<file path="config.mk">
export PLATFORM = sky130hd
export DESIGN_NAME = pipe_fetch_queue_flat
export DESIGN_NICKNAME = d
export VERILOG_FILES = /design/src/rtl/pipe_fetch_queue_if.sv /design/src/rtl/pipe_fetch_queue.sv /design/src/flat_wrapper.sv
export SDC_FILE = /design/constraint.sdc
export NUM_CORES = 1
export LEC_CHECK = 0
export ABC_CLOCK_PERIOD_IN_PS = 3000
export CAP_MARGIN = 20
export CORE_ASPECT_RATIO = 1.4
export CORE_MARGIN = 2
export CORE_UTILIZATION = 30
export DETAILED_ROUTE_END_ITERATION = 8
export PLACE_DENSITY = 0.45
export SETUP_SLACK_MARGIN = 0.1
export SLEW_MARGIN = 30
export SYNTH_ARGS = -nofsm -noshare
export SYNTH_HDL_FRONTEND = slang
export SYNTH_SLANG_ARGS = --single-unit
</file>
<file path="constraint.sdc">
create_clock -name clock -period 3 [get_ports clock]
set_input_delay 0.3 -clock clock [delete_from_list [all_inputs] [get_ports clock]]
set_output_delay 0.3 -clock clock [all_outputs]
set_load 0.01 [all_outputs]
</file>
<file path="src/rtl/pipe_fetch_queue_if.sv">
// Fetch-stage bus: instruction-memory port plus the valid/ready hand-off to ID.
// The fetch queue uses the master side; the surrounding pipeline uses the slave side.
interface pipe_fetch_queue_if #(
  parameter int WIDTH = 32,
  parameter int AW    = 2
);
  logic [WIDTH-1:0] imem_addr;
  logic [WIDTH-1:0] imem_inst;
  logic             imem_valid;
  logic             redirect;
  logic [WIDTH-1:0] redirect_pc;
  logic             id_ready;
  logic             id_valid;
  logic [WIDTH-1:0] id_inst;
  logic [WIDTH-1:0] id_pc4;
  logic [AW:0]      count;

  modport master (
    output imem_addr, id_valid, id_inst, id_pc4, count,
    input  imem_inst, imem_valid, redirect, redirect_pc, id_ready
  );

  modport slave (
    input  imem_addr, id_valid, id_inst, id_pc4, count,
    output imem_inst, imem_valid, redirect, redirect_pc, id_ready
  );
endinterface

</file>
<file path="src/rtl/pipe_fetch_queue.sv">
// IF stage: PC generator feeding a DEPTH-entry prefetch FIFO of {inst, pc+4}.
// A redirect flushes the FIFO and restarts fetch at the target PC.
module pipe_fetch_queue #(
  parameter int               WIDTH    = 32,
  parameter int               DEPTH    = 4,
  parameter int               AW       = 2,
  parameter logic [WIDTH-1:0] RESET_PC = '0
) (
  input  logic              clock,
  input  logic              resetn,
  pipe_fetch_queue_if.master bus
);

  localparam logic [AW:0]      DEPTH_C = (AW+1)'(DEPTH);
  localparam logic [WIDTH-1:0] PC_INC  = WIDTH'(4);

  typedef struct packed {
    logic [WIDTH-1:0] inst;
    logic [WIDTH-1:0] pc4;
  } entry_t;

  entry_t           mem_q [DEPTH];
  entry_t           mem_d [DEPTH];
  logic [WIDTH-1:0] pc_q, pc_d;
  logic [AW-1:0]    wr_ptr_q, wr_ptr_d;
  logic [AW-1:0]    rd_ptr_q, rd_ptr_d;
  logic [AW:0]      count_q, count_d;
  logic             pop, push;

  always_comb begin
    pop      = (count_q != '0) & bus.id_ready;
    push     = bus.imem_valid & ~bus.redirect & ((count_q < DEPTH_C) | pop);
    mem_d    = mem_q;
    pc_d     = pc_q;
    wr_ptr_d = wr_ptr_q;
    rd_ptr_d = rd_ptr_q;
    count_d  = count_q;

    if (push) begin
      mem_d[wr_ptr_q] = '{inst: bus.imem_inst, pc4: pc_q + PC_INC};
    end

    // Redirect overrides any pointer motion from a same-cycle pop.
    if (bus.redirect) begin
      pc_d     = bus.redirect_pc;
      wr_ptr_d = '0;
      rd_ptr_d = '0;
      count_d  = '0;
    end else begin
      if (push) begin
        wr_ptr_d = wr_ptr_q + 1'b1;
        pc_d     = pc_q + PC_INC;
      end
      if (pop) begin
        rd_ptr_d = rd_ptr_q + 1'b1;
      end
      case ({push, pop})
        2'b10:   count_d = count_q + 1'b1;
        2'b01:   count_d = count_q - 1'b1;
        default: count_d = count_q;
      endcase
    end
  end

  always_ff @(posedge clock or negedge resetn) begin
    if (!resetn) begin
      pc_q     <= RESET_PC;
      wr_ptr_q <= '0;
      rd_ptr_q <= '0;
      count_q  <= '0;
      for (int i = 0; i < DEPTH; i++) begin
        mem_q[i] <= '0;
      end
    end else begin
      pc_q     <= pc_d;
      wr_ptr_q <= wr_ptr_d;
      rd_ptr_q <= rd_ptr_d;
      count_q  <= count_d;
      mem_q    <= mem_d;
    end
  end

  assign bus.imem_addr = pc_q;
  assign bus.count     = count_q;
  assign bus.id_valid  = (count_q != '0);
  assign bus.id_inst   = bus.id_valid ? mem_q[rd_ptr_q].inst : '0;
  assign bus.id_pc4    = bus.id_valid ? mem_q[rd_ptr_q].pc4  : '0;

endmodule

</file>
<file path="src/flat_wrapper.sv">
// flat-port wrapper written by rule: the top's interface ports become plain ports
module pipe_fetch_queue_flat 
#(
  parameter int               WIDTH    = 32,
  parameter int               DEPTH    = 4,
  parameter int               AW       = 2,
  parameter logic [WIDTH-1:0] RESET_PC = '0
)
  (clock, resetn, bus_imem_addr, bus_id_valid, bus_id_inst, bus_id_pc4, bus_count, bus_imem_inst, bus_imem_valid, bus_redirect, bus_redirect_pc, bus_id_ready);
  pipe_fetch_queue_if #(.WIDTH(WIDTH), .AW(AW)) bus_i ();
  input  logic clock;
  input  logic resetn;
  output wire logic [$bits(bus_i.imem_addr)-1:0] bus_imem_addr;
  output wire logic [$bits(bus_i.id_valid)-1:0] bus_id_valid;
  output wire logic [$bits(bus_i.id_inst)-1:0] bus_id_inst;
  output wire logic [$bits(bus_i.id_pc4)-1:0] bus_id_pc4;
  output wire logic [$bits(bus_i.count)-1:0] bus_count;
  input wire logic [$bits(bus_i.imem_inst)-1:0] bus_imem_inst;
  input wire logic [$bits(bus_i.imem_valid)-1:0] bus_imem_valid;
  input wire logic [$bits(bus_i.redirect)-1:0] bus_redirect;
  input wire logic [$bits(bus_i.redirect_pc)-1:0] bus_redirect_pc;
  input wire logic [$bits(bus_i.id_ready)-1:0] bus_id_ready;
  assign bus_imem_addr = bus_i.imem_addr;
  assign bus_id_valid = bus_i.id_valid;
  assign bus_id_inst = bus_i.id_inst;
  assign bus_id_pc4 = bus_i.id_pc4;
  assign bus_count = bus_i.count;
  assign bus_i.imem_inst = bus_imem_inst;
  assign bus_i.imem_valid = bus_imem_valid;
  assign bus_i.redirect = bus_redirect;
  assign bus_i.redirect_pc = bus_redirect_pc;
  assign bus_i.id_ready = bus_id_ready;
  pipe_fetch_queue #(.WIDTH(WIDTH), .DEPTH(DEPTH), .AW(AW), .RESET_PC(RESET_PC)) u_core (.clock(clock), .resetn(resetn), .bus(bus_i));
endmodule
</file>
; After elaboration in Yosys (flattened, before gate mapping)
; Index checks and enable logic that the tools add are counted.
[word_totals]
wordCells = 51
out_inout_bits = 100
regBits = 295
[classes]
magnitude_cmp = 4
bitwise_logic = 7
muxes = 16
n_reduce_logical = 5
n_eq_ne = 2
n_addsub = 5
[ops]
columns = operator, count
row1 = $bwmux 256, 1
row2 = $mux 64, 3
row3 = $bmux 64 s2, 1
row4 = $demux 64 s2, 1
row5 = $mux 32, 4
row6 = $add 32x3->32 const B, 1
row7 = $mux 2, 4
row8 = $ge 3x3->1 const B, 2
row9 = $not 2->3, 2
row10 = $pmux 3 s2, 1
row11 = $reduce_bool 3->1, 2
row12 = $add 2x1->2 const B, 2
row13 = $reduce_bool 2->1, 2
row14 = $add 3x1->3 const B, 1
row15 = $and 1x1->1, 3
row16 = $lt 3x1->1 const B, 1
row17 = $lt 3x3->1 const B, 1
row18 = $mux 3, 1
row19 = $sub 3x1->3 const B, 1
row20 = $eq 2x1->1 const B, 1
row21 = $eq 2x2->1 const B, 1
row22 = $logic_and 1x1->1, 1
row23 = $not 1->1, 1
row24 = $or 1x1->1, 1

; Depth between registers and ports, before layout
; Gate-level depths: netlist of run 1.
[logic_depth]
ltp_word = 7
mapped_depth = 9
depth_no_buf = 7

; Worst setup path after synthesis of run 1
; OpenSTA, ideal clock, no wires.
[synth_path]
path_kind = input-to-reg
start = input bus_redirect
end = register u_core.count_q[2], in the netlist u_core.bus.count[2]
setup_time_ns = 0.124
arrival_ns = 2.157
path_stages = 9
slack_ns = 0.720
path_buffers = 3
path_cell_list = buf_2 -> clkinv_1 -> clkbuf_1 -> clkbuf_1 -> a21oi_1 -> fa_1 -> a21oi_1 -> o22ai_1 -> o31a_1
[synth_via]
elab_chain_cells = 6
[synth_rtl]
columns = element, line_no
row1 = from (decl), flat_wrapper.sv:20  ; input wire logic [$bits(bus_i.redirect)-1:0] bus_redirect;
row2 = $not 1->1, pipe_fetch_queue.sv:32  ; push = bus.imem_valid & ~bus.redirect & ((count_q < DEPTH_C) | pop);
row3 = $and 1x1->1 (2 in a row), pipe_fetch_queue.sv:32
row4 = $eq 2x1->1 or $eq 2x2->1 (tied branches), pipe_fetch_queue.sv:57  ; case ({push, pop})
row5 = $pmux 3 s2, pipe_fetch_queue.sv:57
row6 = $mux 3, pipe_fetch_queue.sv:44  ; if (bus.redirect) begin
row7 = to (signal assigned), pipe_fetch_queue.sv:78  ; count_q <= count_d;
row8 = to (decl), pipe_fetch_queue.sv:27  ; logic [AW:0] count_q, count_d;
; Parallel ways exist; a longest one is shown, timed or not.
; A chain may end at the register's enable or synchronous reset.

; Worst setup path after layout of run 1
[layout_path]
start = register u_core.rd_ptr_q[0]
end = output bus_id_pc4[25]
[layout_via]
elab_chain_cells = 5
[layout_rtl]
columns = element, line_no
row1 = from (decl), pipe_fetch_queue.sv:26  ; logic [AW-1:0] rd_ptr_q, rd_ptr_d;
row2 = from (signal assigned), pipe_fetch_queue.sv:77  ; rd_ptr_q <= rd_ptr_d;
row3 = $not 2->3 (not written as such), pipe_fetch_queue.sv:87  ; assign bus.id_pc4 = bus.id_valid ? mem_q[rd_ptr_q].pc4 : '0;
row4 = $bmux 64 s2, pipe_fetch_queue.sv:87
row5 = $mux 64 (2 in a row), --
row6 = $mux 32, pipe_fetch_queue.sv:87
row7 = to (decl), flat_wrapper.sv:16  ; output wire logic [$bits(bus_i.id_pc4)-1:0] bus_id_pc4;
; Every way passes these cells. The select of a mux whose other input is x is not followed.

==> out/results.txt, run 1 <==
Final Cycle Share -> 94.1%
wire length per cell after detailed routing -> 19.8 µm
status -> complete, no violations
number of buffers created by CTS -> 35
# setup viols final -> 0
Placer Congestion -> 0.756
largest net degree at the start of global routing -> 95
vias in the first global route -> 12100
Ant. Diodes -> 0
Final Slew Violations -> 0
Power Density -> 931 nW/µm²
CTS tree -> built
Avg Cell Area, Syn -> 9.65 µm²
Avg Vias per Cell -> 5.06
CP startpoint kind -> register
post-synthesis register bit count -> 295
synth warn -> 0
syn nets -> 1588
post-route DRC violation count -> 0
synth unique cells -> 56
top cells by area, synth -> dfrtp_1 (51%), nand2_1 (13%), mux4_2 (9.9%)
insertion delay to the later sink of the worst-skew pair -> 530 ps
Mapped Area -> 14600 µm²
clock skew -> 15.1 ps
via count -> 11700
R2R Setup Slk -> 520 ps
worst-margin pin slew -> 757 ps
Seq/Total Area, Yosys -> 50.6%
final hold violation count -> 0
core region area -> 48000 µm²
Port-buffer cells -> 168
Async SR Flop Fraction -> 100%
Die Width -> 190 µm
number of fill cells -> 4834
initial antenna violation count -> 0
post-route setup TNS -> 0 ps
CP endpoint kind -> output pin
Routed WL -> 45600 µm
die area -> 50500 µm²
area fraction of the dominant cell type after synthesis -> 50.6%
hpwl dp -> 30100 µm
IO Count -> 169
Static Leak -> 7.94 nW
Iter 0 DRT Violations -> 548
Synth-to-Final Area Change -> 25.7%
Root Buffer -> clkbuf_16
Max FO, Critical Path -> 11
share of cells above drive strength 1 -> 11.7%
final core occ -> 38.2%
Worst Setup Path Type -> register to output pin
antenna viol nets, final -> 0
hold crit path type -> input port to async pin
VDD IR max -> 0.498 mV
R2R Path End -> u_core.mem_q[220]$_DFFE_PN0P_
clock sinks -> 295
TritonRoute pass-1 iters -> 5
cell taking the most area after synthesis -> dfrtp_1
net count of the finished layout -> 1726
Critical Path RT -> 2700 ps
EDFF count, synth -> 0
Max H-tree Level -> 2
Critical Path Source -> u_core.rd_ptr_q[0]$_DFFE_PN0P_
worst-case clock buffer depth -> 3
die height -> 265 µm
max_cap viols -> 0
first-pass GRT wire length -> 72100 µm
Starting Density -> 30.4%
crit path DAT -> 2520 ps
achievable frequency -> 0.354 GHz
Final Critical Period -> 2820 ps
Relative slew margins -> 49.1%
RSZ-0062 raised after global routing -> false
most common cell after layout, fill and taps aside -> nand2_1
total track usage -> 18.5%
grt ovf -> 0
FF-to-FF Start -> u_core.bus.imem_addr[3]$_DFFE_PN0N_
ys flop type -> dfrtp_1
Post-Syn Instances -> 1513
Clock transition at path regs -> 60 ps
R2R depth -> 5
commonest non-fill, non-tap cells in the layout -> nand2_1 (516), dfrtp_1 (293), clkdlybuf4s50_1 (165)
# rows -> 95
flip-flops by register name, indices dropped and copies added, names as in the netlist:
name and cells:
u_core.bus.imem_addr 32, u_core.mem_q 256, u_core.bus.count 3, u_core.rd_ptr_q 2, u_core.wr_ptr_q 2
routing by layer:
layer / part of all wire (%) / track usage [%]
met1: 43 / 24.3
met2: 51 / 31.7
met3: 4.0 / 2.38
met4: 2.2 / 5.32
met5: 0 / 0
kinds of logic (layout without fill, tap and decap cells):
kind of cell | after synthesis | count (layout) | share of synthesized area (%)
xor gates and xnor gates | 23 | 23 | 1.47
DFF | 295 | 295 | 50.6
AOI/OAI and AO/OA | 201 | 201 | 8.80
muxes | 67 | 67 | 10.1
and+or+nand+nor | 796 | 796 | 24.8
buffers and inverters | 125 | 287 | 3.72
adders and majority gates | 6 | 6 | 0.566
worst max path at each step:
stage                                                 end  slack, ps  cells past startpoint
after global routing                       bus_id_pc4[30]        100                      5
after detailed placement     u_core.mem_q[83]$_DFFE_PN0P_        400                      6
after CTS                                  bus_id_pc4[22]        110                      4
after global placement                      bus_id_pc4[2]        450                      4
after floorplan           u_core.bus.count[2]$_DFFE_PN0P_        720                      9
final                                      bus_id_pc4[25]        180                      5
layout make-up:
| type | count | area, µm² | area share, % |
|---|---|---|---|
| multi-input combinational | 1093 | 6680 | 36.4 |
| sequential | 295 | 7390 | 40.3 |
| clock buffer | 51 | 1030 | 5.60 |
| clock inverter | 10 | 90.1 | 0.491 |
| timing repair buffer | 221 | 2360 | 12.9 |
| tap | 630 | 788 | 4.30 |
| inverter | 5 | 18.8 | 0.102 |
through the flow:
stage / cells / power [mW] / worst slack (ps) / hold WS (ps) / instance area (µm²)
2_1_floorplan: 1513 / 10.0 / 720 / 4.41 / 14600
3_3_place_gp: 2237 / 12.9 / 449 / 283 / 17100
3_5_place_dp: 2237 / 13.0 / 397 / 290 / 17100
4_1_cts: 2302 / 17.4 / 111 / 285 / 18300
5_1_grt: 2305 / 18.3 / 102 / 302 / 18400
6_report: 2305 / 17.1 / 178 / 305 / 18400
critical path, stage by stage (launching register included):
cell and delay (ps):
dfrtp_4 460, buf_12 150, buf_12 170, mux4_2 550
and2_1 180, clkdlybuf4s50_1 470
power by group:
group | total, mW | switching, mW | internal [mW]
Combinational | 6.46 | 2.95 | 3.51
Clock | 4.17 | 1.70 | 2.46
Sequential | 6.46 | 0.938 | 5.52
Yosys cell counts (2+ instances only):
library cell,instances
or2_2,3
or4_4,3
nand4_4,2
and3_1,5
a221o_1,2
dfrtp_1,295
clkbuf_1,74
o311ai_0,13
xor2_1,14
and4_1,12
a31oi_1,60
nor4_1,3
a21oi_1,6
nor2_1,71
nor3_1,5
nand4_2,2
nand2_1,516
and2_1,70
inv_1,4
nand3_1,22
buf_2,29
nor2b_1,6
nand2b_1,14
a22oi_1,2
xnor2_1,8
o211ai_1,21
ha_1,5
o311a_1,2
o21ai_0,71
nand4_1,26
mux2_2,2
buf_4,4
buf_6,3
o31ai_1,14
o41ai_1,2
mux4_2,64
or4_1,20
or3_1,11
buf_1,10
repair_timing:
| action | 4_1_cts | 5_1_grt |
|---|---|---|
| hold buffers | 1 | 0 |
| hold endpoints to repair | 57 | 0 |
| gates resized for setup | 1 | 3 |
| setup endpoints to repair | 64 | 10 |
| setup buffers | 3 | 3 |
| pin swaps | 0 | 0 |
No activity file was read; power rests on OpenSTA's default activity.
==> run 2: changes to the inputs <==
Settings changed: CORE_UTILIZATION 30 to 50, PLACE_DENSITY 0.45 to 0.69.
==> run 2 against run 1 <==
Effect of this change: wire length shrank 15%; total power is 4.7% lower; cell count shrank 12%; clock-buffer cell count shrank 5; flip-flop and latch count is the same; sequential share of layout area grew 1.5 points; largest power group unchanged; highest routed layer unchanged; setup slack got worse by 44 ps.
==> out/results.txt, run 2 (same netlist as run 1, synthesis figures left out) <==
status -> complete, no violations
Max H-tree Level -> 1
internal power -> 11.0 mW
most common cell after layout, fill and taps aside -> nand2_1
Max FO, Critical Path -> 21
CP startpoint kind -> register
wire length per cell after detailed routing -> 19.0 µm
crit path DAT -> 2570 ps
die height -> 206 µm
Sequential Power Share -> 39.6%
final hold violation count -> 0
Final Slew Violations -> 0
Critical Path RT -> 2700 ps
max FFs per register -> 256
net count of the finished layout -> 1709
setup ws final -> 134 ps
Die Width -> 148 µm
Placer Congestion -> 0.872
sw frac -> 32.2%
first-pass GRT wire length -> 63500 µm
commonest non-fill, non-tap cells in the layout -> nand2_1 (516), dfrtp_1 (293), clkdlybuf4s50_1 (166)
Clock Power Share -> 22.2%
core region area -> 29000 µm²
Root Buffer -> clkbuf_16
Biggest register -> u_core.mem_q
post-route DRC violation count -> 0
Clock transition at path regs -> 70 ps
CTS tree -> built
number of buffers created by CTS -> 29
IO Count -> 169
hold crit path type -> input port to register
VDD IR max -> 0.573 mV
Routed WL -> 38700 µm
# rows -> 74
Synth-to-Final Area Change -> 21.1%
achievable frequency -> 0.349 GHz
RSZ-0062 raised after global routing -> true
Power Density -> 922 nW/µm²
total track usage -> 26.0%
clock sinks -> 295
Tot Pwr -> 16.3 mW
post-CTS setup buffers -> 0
TritonRoute pass-1 iters -> 6
dpl ws -> 555 ps
via count -> 11900
CP endpoint kind -> output pin
post-route setup TNS -> 0 ps
hpwl dp -> 24800 µm
worst-margin pin slew -> 779 ps
vias in the first global route -> 12100
Worst Setup Path Type -> register to output pin
Relative slew margins -> 48.1%
Final Cycle Share -> 95.5%
die area -> 30600 µm²
Port-buffer cells -> 168
share of cells above drive strength 1 -> 10.7%
Final Critical Period -> 2870 ps
antenna viol nets, final -> 0
Switch Pwr -> 5.25 mW
Iter 0 DRT Violations -> 703
max_cap viols -> 0
Starting Density -> 50.4%
largest net degree at the start of global routing -> 95
Comb power frac -> 38.3%
Avg Vias per Cell -> 5.82
# setup viols final -> 0
Ant. Diodes -> 0
initial antenna violation count -> 0
Static Leak -> 7.76 nW
insertion delay to the later sink of the worst-skew pair -> 550 ps
grt ovf -> 0
clock skew -> 20.0 ps
worst-case clock buffer depth -> 3
[run 2: changes by cell type in the layout (fill, tap and decap cells not counted), sizes merged]
cell and delta:
buf -12, clkbuf -5, clkinv -4, bufbuf +1, clkdlybuf4s50 +1, dlymetal6s2s -1
[run 2: metrics by stage]
stage          area [µm²]  hold WS (ps)  utilization, %  instances
2_1_floorplan       14600          4.41               -       1513
3_3_place_gp        16700           386            57.5       1981
3_5_place_dp        16700           387            57.5       1981
4_1_cts             17700           285            61.0       2035
5_1_grt             17700           316            61.0       2035
6_report            17700           303            61.0       2035
[run 2: area by class of cell]
cell class	count	area, µm²
Clock buffer	46	890
Multi-Input combinational cell	1093	6680
Clock inverter	6	58.8
Fill cell	2445	11300
Inverter	5	18.8
Tap cell	380	475
Timing Repair Buffer	210	2160
Sequential cell	295	7390
[run 2: routing by layer]
| metal | wire [µm] | GRT usage (%) | up-vias |
|---|---|---|---|
| li1 | - | - | 5461 |
| met1 | 16300 | 35.1 | 5897 |
| met2 | 19200 | 44.6 | 425 |
| met3 | 2160 | 2.91 | 67 |
| met4 | 987 | 7.72 | 0 |
| met5 | 0 | 0 | - |
[run 2: worst paths after layout]
kind / startpoint / end / slack [ps] / cells past startpoint
min reg2reg: u_core.mem_q[124]$_DFFE_PN0P_ / u_core.mem_q[124]$_DFFE_PN0P_ / 470 / 2
max reg2reg: u_core.bus.imem_addr[2]$_DFFE_PN0N_ / u_core.bus.imem_addr[20]$_DFFE_PN0N_ / 480 / 5
max: u_core.rd_ptr_q[0]$_DFFE_PN0P_ / bus_id_inst[13] / 130 / 4
max in group asynchronous: resetn / u_core.mem_q[96]$_DFFE_PN0P_ / 1760 / 3
min: bus_redirect_pc[11] / u_core.bus.imem_addr[11]$_DFFE_PN0N_ / 300 / 3
min in group asynchronous: resetn / u_core.mem_q[178]$_DFFE_PN0P_ / 330 / 2
[run 2: power by group through the flow]
stage / Clock (mW) / Sequential, mW / Combinational [mW]
after floorplan: 0 / 6.18 / 3.86
after global routing: 3.84 / 6.63 / 6.88
after detailed placement: 0 / 6.48 / 6.20
after CTS: 3.67 / 6.43 / 6.32
final: 3.61 / 6.45 / 6.23
after global placement: 0 / 6.41 / 6.09
[run 2: worst max-delay path: stages, from the launching register on]
cell and delay, ps:
dfrtp_4 470, bufbuf_16 370, mux4_2 530, and2_1 170
clkdlybuf4s50_1 470
[run 2: what timing repair did]
action / in CTS / in global routing
gates resized for setup: 2 / 2
endpoints found under the setup margin: 51 / 30
cloned: 1 / 0
hold buffers: 1 / 0
hold endpoints to repair: 87 / 0
pin swaps: 0 / 0
